$ cat src/rtl/uart_mcb_bridge.sv
// uart_mcb_bridge: binary byte-frame bridge from a UART byte stream to one MCB user port.
// Rev 1.0 - initial release.
`default_nettype none

module uart_mcb_bridge #(
  parameter int DATA_WIDTH     = 128,
  parameter int ADDR_WIDTH     = 30,
  parameter int MAX_BL         = 64,
  parameter int TIMEOUT_CYCLES = 1000000
) (
  input  logic                       sys_clk_i,
  input  logic                       sys_rst_i,
  input  logic                       calib_done_i,
  input  logic                       rx_valid_i,
  input  logic [7:0]                 rx_data_i,
  output logic                       tx_valid_o,
  output logic [7:0]                 tx_data_o,
  input  logic                       tx_ready_i,
  output logic                       p0_cmd_en_o,
  output logic [2:0]                 p0_cmd_instr_o,
  output logic [5:0]                 p0_cmd_bl_o,
  output logic [ADDR_WIDTH-1:0]      p0_cmd_byte_addr_o,
  input  logic                       p0_cmd_full_i,
  output logic                       p0_wr_en_o,
  output logic [DATA_WIDTH-1:0]      p0_wr_data_o,
  output logic [DATA_WIDTH/8-1:0]    p0_wr_mask_o,
  input  logic                       p0_wr_full_i,
  output logic                       p0_rd_en_o,
  input  logic [DATA_WIDTH-1:0]      p0_rd_data_i,
  input  logic                       p0_rd_empty_i,
  output logic                       busy_o,
  output logic                       err_o
);

  localparam int DATA_BYTES = DATA_WIDTH / 8;
  localparam int OFS        = $clog2(DATA_BYTES);
  localparam int TW         = $clog2(TIMEOUT_CYCLES + 1);

  localparam logic [ADDR_WIDTH-1:0] c_ALIGN_MASK = {{(ADDR_WIDTH-OFS){1'b1}}, {OFS{1'b0}}};
  localparam logic [OFS-1:0]        c_LAST_BYTE  = OFS'(DATA_BYTES - 1);
  localparam logic [TW-1:0]         c_TMO_LAST   = TW'(TIMEOUT_CYCLES - 1);

  localparam logic [2:0] c_IDLE  = 3'd0;
  localparam logic [2:0] c_HDR   = 3'd1;
  localparam logic [2:0] c_WDATA = 3'd2;
  localparam logic [2:0] c_CMD   = 3'd3;
  localparam logic [2:0] c_ACK   = 3'd4;
  localparam logic [2:0] c_RDATA = 3'd5;
  localparam logic [2:0] c_TXB   = 3'd6;
  localparam logic [2:0] c_ERR   = 3'd7;

  logic [2:0]            r_state;
  logic [2:0]            r_instr;
  logic [2:0]            r_hdr_cnt;
  logic [ADDR_WIDTH-1:0] r_addr;
  logic [5:0]            r_bl;
  logic [5:0]            r_word_cnt;
  logic [OFS-1:0]        r_byte_cnt;
  logic [DATA_WIDTH-1:0] r_word;
  logic [TW-1:0]         r_timer;
  logic                  r_wr_en;
  logic                  r_tx_valid;
  logic [7:0]            r_tx_data;
  logic                  r_err;

  always_ff @(posedge sys_clk_i) begin
    if (sys_rst_i) begin
      r_state    <= c_IDLE;
      r_instr    <= 3'b000;
      r_hdr_cnt  <= '0;
      r_addr     <= '0;
      r_bl       <= '0;
      r_word_cnt <= '0;
      r_byte_cnt <= '0;
      r_word     <= '0;
      r_timer    <= '0;
      r_wr_en    <= 1'b0;
      r_tx_valid <= 1'b0;
      r_tx_data  <= 8'h00;
      r_err      <= 1'b0;
    end else begin
      r_wr_en <= 1'b0;
      if (r_wr_en && p0_wr_full_i) r_err <= 1'b1;
      case (r_state)
        c_IDLE: begin
          if (rx_valid_i && calib_done_i) begin
            r_hdr_cnt <= '0;
            r_timer   <= '0;
            if (rx_data_i == 8'h57) begin
              r_instr <= 3'b000;
              r_state <= c_HDR;
            end else if (rx_data_i == 8'h52) begin
              r_instr <= 3'b001;
              r_state <= c_HDR;
            end else begin
              r_tx_valid <= 1'b1;
              r_tx_data  <= 8'h45;
              r_err      <= 1'b1;
              r_state    <= c_ERR;
            end
          end
        end
        c_HDR: begin
          if (rx_valid_i) begin
            r_timer <= '0;
            if (r_hdr_cnt == 3'd4) begin
              r_bl       <= (rx_data_i > 8'(MAX_BL - 1)) ? 6'(MAX_BL - 1) : rx_data_i[5:0];
              r_byte_cnt <= '0;
              r_word_cnt <= '0;
              r_state    <= r_instr[0] ? c_CMD : c_WDATA;
            end else begin
              r_addr    <= {r_addr[ADDR_WIDTH-9:0], rx_data_i};
              r_hdr_cnt <= r_hdr_cnt + 3'd1;
            end
          end else if (r_timer == c_TMO_LAST) begin
            r_tx_valid <= 1'b1;
            r_tx_data  <= 8'h45;
            r_err      <= 1'b1;
            r_state    <= c_ERR;
          end else begin
            r_timer <= r_timer + TW'(1);
          end
        end
        c_WDATA: begin
          // First byte of a word is shifted in at the top and ends up in bits [7:0].
          if (rx_valid_i) begin
            r_timer <= '0;
            r_word  <= {rx_data_i, r_word[DATA_WIDTH-1:8]};
            if (r_byte_cnt == c_LAST_BYTE) begin
              r_byte_cnt <= '0;
              r_wr_en    <= 1'b1;
            end else begin
              r_byte_cnt <= r_byte_cnt + OFS'(1);
            end
          end else if (r_timer == c_TMO_LAST) begin
            r_tx_valid <= 1'b1;
            r_tx_data  <= 8'h45;
            r_err      <= 1'b1;
            r_state    <= c_ERR;
          end else begin
            r_timer <= r_timer + TW'(1);
          end
          // Leave only after the final push so data always precedes the command.
          if (r_wr_en) begin
            if (r_word_cnt == r_bl) r_state <= c_CMD;
            else                    r_word_cnt <= r_word_cnt + 6'd1;
          end
        end
        c_CMD: begin
          if (!p0_cmd_full_i) begin
            if (r_instr[0]) begin
              r_state <= c_RDATA;
            end else begin
              r_tx_valid <= 1'b1;
              r_tx_data  <= 8'h4B;
              r_state    <= c_ACK;
            end
          end
        end
        c_ACK, c_ERR: begin
          if (r_tx_valid && tx_ready_i) begin
            r_tx_valid <= 1'b0;
            r_state    <= c_IDLE;
          end
        end
        c_RDATA: begin
          if (!p0_rd_empty_i) begin
            r_word     <= p0_rd_data_i;
            r_tx_data  <= p0_rd_data_i[7:0];
            r_tx_valid <= 1'b1;
            r_byte_cnt <= '0;
            r_state    <= c_TXB;
          end
        end
        c_TXB: begin
          if (tx_ready_i) begin
            if (r_byte_cnt == c_LAST_BYTE) begin
              r_tx_valid <= 1'b0;
              r_byte_cnt <= '0;
              if (r_word_cnt == r_bl) begin
                r_state <= c_IDLE;
              end else begin
                r_word_cnt <= r_word_cnt + 6'd1;
                r_state    <= c_RDATA;
              end
            end else begin
              r_tx_data  <= r_word[15:8];
              r_word     <= {8'h00, r_word[DATA_WIDTH-1:8]};
              r_byte_cnt <= r_byte_cnt + OFS'(1);
            end
          end
        end
        default: r_state <= c_IDLE;
      endcase
    end
  end

  assign p0_cmd_en_o        = (r_state == c_CMD) && !p0_cmd_full_i;
  assign p0_rd_en_o         = (r_state == c_RDATA) && !p0_rd_empty_i;
  assign p0_cmd_instr_o     = r_instr;
  assign p0_cmd_bl_o        = r_bl;
  assign p0_cmd_byte_addr_o = r_addr & c_ALIGN_MASK;
  assign p0_wr_en_o         = r_wr_en;
  assign p0_wr_data_o       = r_word;
  assign p0_wr_mask_o       = '0;
  assign tx_valid_o         = r_tx_valid;
  assign tx_data_o          = r_tx_data;
  assign busy_o             = (r_state != c_IDLE);
  assign err_o              = r_err;

endmodule

`default_nettype wire

$ cat config.mk
export PLATFORM = sky130hd
export DESIGN_NAME = uart_mcb_bridge
export DESIGN_NICKNAME = d
export VERILOG_FILES = /design/src/rtl/uart_mcb_bridge.sv
export SDC_FILE = /design/constraint.sdc
export NUM_CORES = 1
export LEC_CHECK = 0
export CAP_MARGIN = 20
export CORE_UTILIZATION = 47
export DETAILED_ROUTE_END_ITERATION = 6
export GPL_TIMING_DRIVEN = 0
export PLACE_DENSITY = 0.91
export SLEW_MARGIN = 15
export SYNTH_ARGS = -nofsm -noshare
export SYNTH_HDL_FRONTEND = slang
export SYNTH_SLANG_ARGS = --single-unit
$ cat constraint.sdc
create_clock -name sys_clk_i -period 2.3 [get_ports sys_clk_i]
set_input_delay 0.345 -clock sys_clk_i [delete_from_list [all_inputs] [get_ports sys_clk_i]]
set_output_delay 0.345 -clock sys_clk_i [all_outputs]
set_load 0.005 [all_outputs]
==> results of run 1 <==
critical path: stages (launching register included):
cell and delay (ns):
dfxtp_1 0.30, buf_4 0.16, buf_6 0.14, nor2b_1 0.10, buf_4 0.12, buf_4 0.11, buf_2 0.35, clkbuf_1 0.37
nand3_1 0.16, a311oi_1 0.31
area by class of cell:
type,count,share of cell area
antenna,6,0.000997
buffer,172,0.0643
clock buffer,37,0.0498
clock inverter,6,0.00532
inverter,9,0.00224
multi-input combinational,947,0.360
sequential,212,0.282
tap,280,0.0233
timing repair buffer,321,0.212
sequential cells by signal, summed over array words and instances, names as in the netlist:
signal          count
p0_wr_data_o      128
r_addr             30
r_timer            20
tx_data_o           8
p0_cmd_bl_o         6
r_word_cnt          6
r_byte_cnt          4
r_hdr_cnt           3
r_state             3
err_o               1
p0_cmd_instr_o      1
p0_wr_en_o          1
tx_valid_o          1
cells in the mapped netlist (all sizes together) (2+ instances only):
cell type and count:
and3 10, o21a 2, xor2 3, o211ai 4, ha 5, a31oi 5, nor3 23, or3 16
nand2b 4, nor4 8, o31ai 18, a211oi 20, buf 100, and4 3, dfxtp 212, o21ai 14
or2 2, or4 12, nand4 13, inv 9, nor4bb 2, nor2b 8, and3b 2, nand3 136
xnor2 8, mux2i 10, a22o 10, a311oi 121, nor2 149, a22oi 11, o22ai 3, o2111ai 2
nand2 206, clkbuf 73, a2bb2oi 2, and2 4, a211o 2, a21oi 67, o311ai 3
per-layer routing:
layer | share of wire | routed length [um] | up-vias | track usage
met3 | 0.096 | 3880 | 125 | 0.0647
met2 | 0.48 | 19200 | 745 | 0.570
met5 | 0 | 0 | - | 0
met1 | 0.39 | 15600 | 5618 | 0.408
li1 | - | - | 5491 | -
met4 | 0.041 | 1660 | 0 | 0.141
stage by stage:
stage	std cells	setup TNS, ns
finish	1990	0
global route	1985	-0.00544
CTS	1982	0
detailed placement	1936	-33.70
global placement	1936	-24.10
floorplan	1341	0
logic make-up (layout without fill, tap and decap cells):
family,Yosys count,in the layout,share of synthesized area
flip-flops,212,212,0.403
adder cells (fa/ha/maj),5,5,0.00595
multiplexers,10,10,0.00951
AND/OR/NAND/NOR,604,604,0.268
buffers and inverters,182,545,0.0907
XOR/XNOR,11,11,0.00916
other,1,28,0.000356
AO/OA/AOI/OAI,295,295,0.213
where the power goes:
part	internal, mW	switching [mW]
registers	4.61	0.902
clock network	2.46	1.54
logic	3.74	4.68
total	10.8	7.12
cells in the final DEF (no fill, tap or decap), types with 6 or more instances in the layout:
cell	n
clkbuf_1	57
buf_4	61
clkbuf_2	18
xnor2_1	8
diode_2	6
o21ai_0	12
inv_1	9
a22oi_1	11
a22o_1	10
nand4_1	13
nor3_1	20
mux2i_1	10
clkbuf_8	8
and3_1	10
nand3_1	136
or3_1	14
a211oi_1	20
a21oi_1	66
clkdlybuf4s50_1	313
nand2_1	205
conb_1	22
clkbuf_16	25
buf_2	37
nor2b_1	8
o31ai_1	17
or4_1	12
nor2_1	147
nor4_1	6
dfxtp_1	211
a311oi_1	121
worst max path at each step:
stage,start,endpoint,slack [ns],depth (start not counted)
2_1_floorplan,r_state[2],tx_data_o[4],0.40,6
3_3_place_gp,sys_rst_i,r_addr[24],-0.33,5
3_5_place_dp,sys_rst_i,p0_cmd_bl_o[1],-0.39,5
4_1_cts,r_state[2],p0_wr_data_o[44],0.0003,7
5_1_grt,r_timer[16],tx_data_o[7],-0.005,5
6_report,r_state[1],p0_wr_data_o[44],0.05,9
what timing repair did:
action | CTS | global route
setup buffers | 3 | 3
pin swaps | 0 | 2
setup endpoints to repair | 33 | 104
gates resized for setup | 17 | 41
==> results.tsv, run 1 <==
stage	metric	value	unit
clock_network	clockBufferDepth	3	
sta	whs	0.223	ns
cells_and_area	finalCoreUtilization	0.688	
drt	drc	0	
worst_setup_path	start_kind	flop	
clock_network	cts.sinks	212	
synth	syn_avg_cell_area	7.97	um^2
die	dieArea	23000	um^2
die	rows	54	
worst_hold_path	hold_end	r_addr[7]	
global_route	grt_pass1_wl	60000	um
sta	skew	0.0141	ns
sta	slew_headroom	0.538	
synth	synthesis.area	10500	um^2
drt	drt_iter0_drc	1099	
worst_setup_path	r2r_cells	9	
clock_network	cts_buffers	24	
cells_and_area	final_area	15100	um^2
pwr	cellLeakagePower	5.10	nW
sta	final_max_slew_viol_count	0	
clock_network	ctsHoldBuffers	0	
synth	synth.area.top_cells	dfxtp_1, a311oi_1, nand2_1, nand3_1, nor2_1	
synth	synth_edf_count	0	
run_status	outcome	completed	
worst_hold_path	min_from	rx_data_i[7]	
drt	vias_per_cell	6.02	
clock_network	h-tree-depth	1	
worst_setup_path	crit_arrival	2.65	ns
clock_network	clkTransAtPathRegs	0.06	ns
synth	synth_seq_area_share	0.403	
sta	postLayoutSetupSlackWorst	0.0543	ns
worst_hold_path	whs_path_depth	3	
die	die_y	152	um
cells_and_area	multi_input_area	5420	um^2
synth	yosys_warnings	0	
place	io_buffer_count	315	
synth	synth_area_leader_cell	dfxtp_1	
synth	async_flop_share	0	
cells_and_area	fin_nets	1836	
pwr	finalPower	17.9	mW
drt	firstDrtPassIters	5	
global_route	antenna_found_initial	2	
clock_network	cts_tree	yes	
worst_setup_path	r2r-end	p0_wr_data_o[44]	
drt	ant_nets	0	
cells_and_area	area_growth	43.2	%
worst_setup_path	worstSetupEndpointType	flop	
worst_setup_path	worstSetupPathType	reg2reg	
place	place_ws	-0.386	ns
run	cap_viol_max_count	0	
cells_and_area	drive_gt1_frac	0.110	
die	start_util	0.481	
worst_setup_path	r2r_slack	0.05	ns
synth	ys_seq_elements	212	
cells_and_area	seq_area	4250	um^2
place	place_congestion	0.996	
worst_hold_path	hp-class	in2reg	
pwr	ir_drop	0.000534	V
drt	post_drt_wl_per_cell	20.2	um
cells_and_area	fillers	1766	
worst_setup_path	worst_ep_required_time	2.70	ns
clock_network	root_buffer	clkbuf_16	
synth	synth.top_cell.area_share	0.403	
global_route	track_usage	0.334	
pwr	pwr_density_cell	1190	nW/um^2
sta	finalCritPeriodShare	0.976	
die	die_x	152	um
worst_setup_path	timing.rr.start	r_state[1]	
drt	vias	12000	
sta	setup_viol	0	
synth	synthDistinctLibCells	70	
global_route	grt_overflow	0	
place	dp_hpwl	30200	um
sta	hold_viol	0	
sta	fmax	0.445	GHz
drt	totalWireLength	40300	um
place	placed_area	14100	um^2
clock_network	clock_latency	0.52	ns
synth	ys.flop_type	dfxtp_1	
sta	fin_crit	2.25	ns
die	core_area	21900	um^2
sta	tightest_slew	0.693	ns
worst_setup_path	worstPathMaxFanout	10	
synth	postSynthCellCount	1320	
die	io_pins	341	
global_route	grt_pass1_vias	11100	
global_route	grt_max_degree	13	
Power figures use the tool's default switching activity.
==> run 2: changes to the inputs <==
- CTS_CLUSTER_SIZE: default -> 25
==> results of run 2 <==
The final DEF is identical to that of run 1; final timing and power are the same.
==> run 3: changes to the inputs <==
- CORE_AREA: default -> 2 2 132 134
- CORE_UTILIZATION: 47 -> default
- DIE_AREA: default -> 0 0 134 136
- DONT_BUFFER_PORTS: default -> 1
- PLACE_DENSITY: 0.91 -> 0.89
- RECOVER_POWER: default -> 25
==> results.tsv, run 3 (synthesis gave the netlist of run 1 again) <==
stage	metric	value	unit
place	dp_hpwl	25400	um
global_route	track_usage	0.354	
sta	fin_crit	2.25	ns
pwr	ir_drop	0.000837	V
worst_setup_path	crit_arrival	1.90	ns
die	rows	48	
global_route	grt_pass1_vias	9724	
sta	slew_headroom	0.531	
place	placed_area	10900	um^2
clock_network	clock_latency	0.52	ns
pwr	cellLeakagePower	3.91	nW
worst_setup_path	crit_chain	buf_2, buf_6, nor2b_1, buf_4, nand2_2, buf_4, nor2_4	
worst_hold_path	hp-class	in2reg	
cells_and_area	fin_nets	1520	
run	cap_viol_max_count	0	
sta	finalCritPeriodShare	0.977	
worst_setup_path	worstSetupEndpointType	output port	
cells_and_area	final_common_cell	dfxtp_1	
clock_network	clockBufferDepth	3	
worst_setup_path	cp_common_cell	buf_4	
place	place_congestion	1.02	
cells_and_area	final_cell_mix	dfxtp_1, nand2_1, nor2_1, nand3_1, a311oi_1	
sta	postLayoutSetupSlackWorst	0.0530	ns
drt	ant_nets	0	
sta	final_max_slew_viol_count	0	
drt	drt_iter0_drc	918	
clock_network	cts_buffers	23	
place	place_ws	0.0133	ns
die	core_area	16900	um^2
worst_setup_path	crit_path_top_delay_cell	dfxtp_1	
die	io_pins	341	
place	place_inst	1566	
cells_and_area	multi_input_area	5440	um^2
cells_and_area	area_growth	12.2	%
drt	totalWireLength	34900	um
clock_network	root_buffer	clkbuf_16	
worst_setup_path	worstSetupPathType	reg2out	
cells_and_area	final_area	11800	um^2
worst_setup_path	worst_ep_required_time	1.96	ns
sta	hold_viol	0	
drt	post_drt_wl_per_cell	21.6	um
cells_and_area	antenna_cells	0	
clock_network	cts.sinks	212	
sta	tns	0	ns
worst_setup_path	worstPathMaxFanout	10	
clock_network	h-tree-depth	1	
cells_and_area	largest_reg_flops	128	
die	die_x	134	um
drt	drc	0	
sta	whs	0.00706	ns
die	dieArea	18200	um^2
pwr	finalPower	15.8	mW
sta	setup_viol	0	
cells_and_area	fillers	1321	
global_route	grt_overflow	0	
cells_and_area	seq_area	4250	um^2
die	die_y	136	um
clock_network	clkTransAtPathRegs	0.06	ns
cells_and_area	drive_gt1_frac	0.138	
sta	skew	0.0262	ns
global_route	grt_pass1_wl	52500	um
drt	firstDrtPassIters	6	
global_route	antenna_found_initial	1	
pwr	pwr_density_cell	1330	nW/um^2
worst_setup_path	start_kind	flop	
run_status	outcome	completed	
worst_setup_path	max_stage_delay	0.29	ns
drt	vias_per_cell	6.64	
cells_and_area	finalCoreUtilization	0.700	
place	io_buffer_count	0	
sta	tightest_slew	0.704	ns
drt	vias	10700	
clock_network	cts_tree	yes	
die	start_util	0.624	
global_route	grt_max_degree	14	
sta	fmax	0.445	GHz
cells_and_area	layoutNonFillerInstCount	1613	
-- run 3: cell types whose count changed in the layout (fill, tap and decap cells not counted), moves of 3 or more --
| cell | delta |
|---|---|
| buf_2 | -3 |
| buf_4 | -4 |
| clkbuf_1 | -9 |
| clkbuf_2 | +8 |
| clkdlybuf4s50_1 | -313 |
| diode_2 | -6 |
| dlygate4sd3_1 | +5 |
-- run 3: layer usage --
| layer | share of wire | vias to the layer above | track usage |
|---|---|---|---|
| met4 | 0.050 | 2 | 0.161 |
| met1 | 0.36 | 5052 | 0.401 |
| li1 | - | 4860 | - |
| met3 | 0.11 | 153 | 0.128 |
| met2 | 0.48 | 648 | 0.600 |
| met5 | 0.0014 | - | 0 |
-- run 3: power by group --
| part | internal [mW] | switching [mW] | total (mW) |
|---|---|---|---|
| Clock | 2.26 | 1.53 | 3.79 |
| Sequential | 4.60 | 1.16 | 5.76 |
| Combinational | 2.17 | 4.04 | 6.20 |
-- run 3: area by class of cell --
type,instances,area share
flip-flops and latches,212,0.360
clock inverters,10,0.00922
inverters,9,0.00286
clock buffers,32,0.0567
plain buffers,171,0.0817
multi-input cells,947,0.461
repair buffers,7,0.00551
well taps,225,0.0238
-- run 3: worst paths after layout --
kind | from | end | slack [ns] | cells past startpoint
worst max-delay path | r_state[1] | p0_rd_en_o | 0.05 | 7
worst min register to register | r_addr[3] | r_addr[11] | 0.45 | 2
worst max register to register | r_state[2] | tx_valid_o | 0.07 | 6
worst min-delay path | p0_rd_data_i[11] | p0_wr_data_o[11] | 0.007 | 2
-- run 3: timing repair --
action | CTS | global route
endpoints found under the hold margin | 5 | 0
buffers inserted | 0 | 2
setup endpoints to repair | 45 | 128
pin swaps | 0 | 3
resized for setup | 9 | 58
hold buffers | 5 | 0
-- run 3: worst max-delay path, delay by kind of cell (launching register included) --
kind	cells	cell delay, ns
AND/OR/NAND/NOR	3	0.36
flip-flops	1	0.29
buffers and inverters	4	0.73
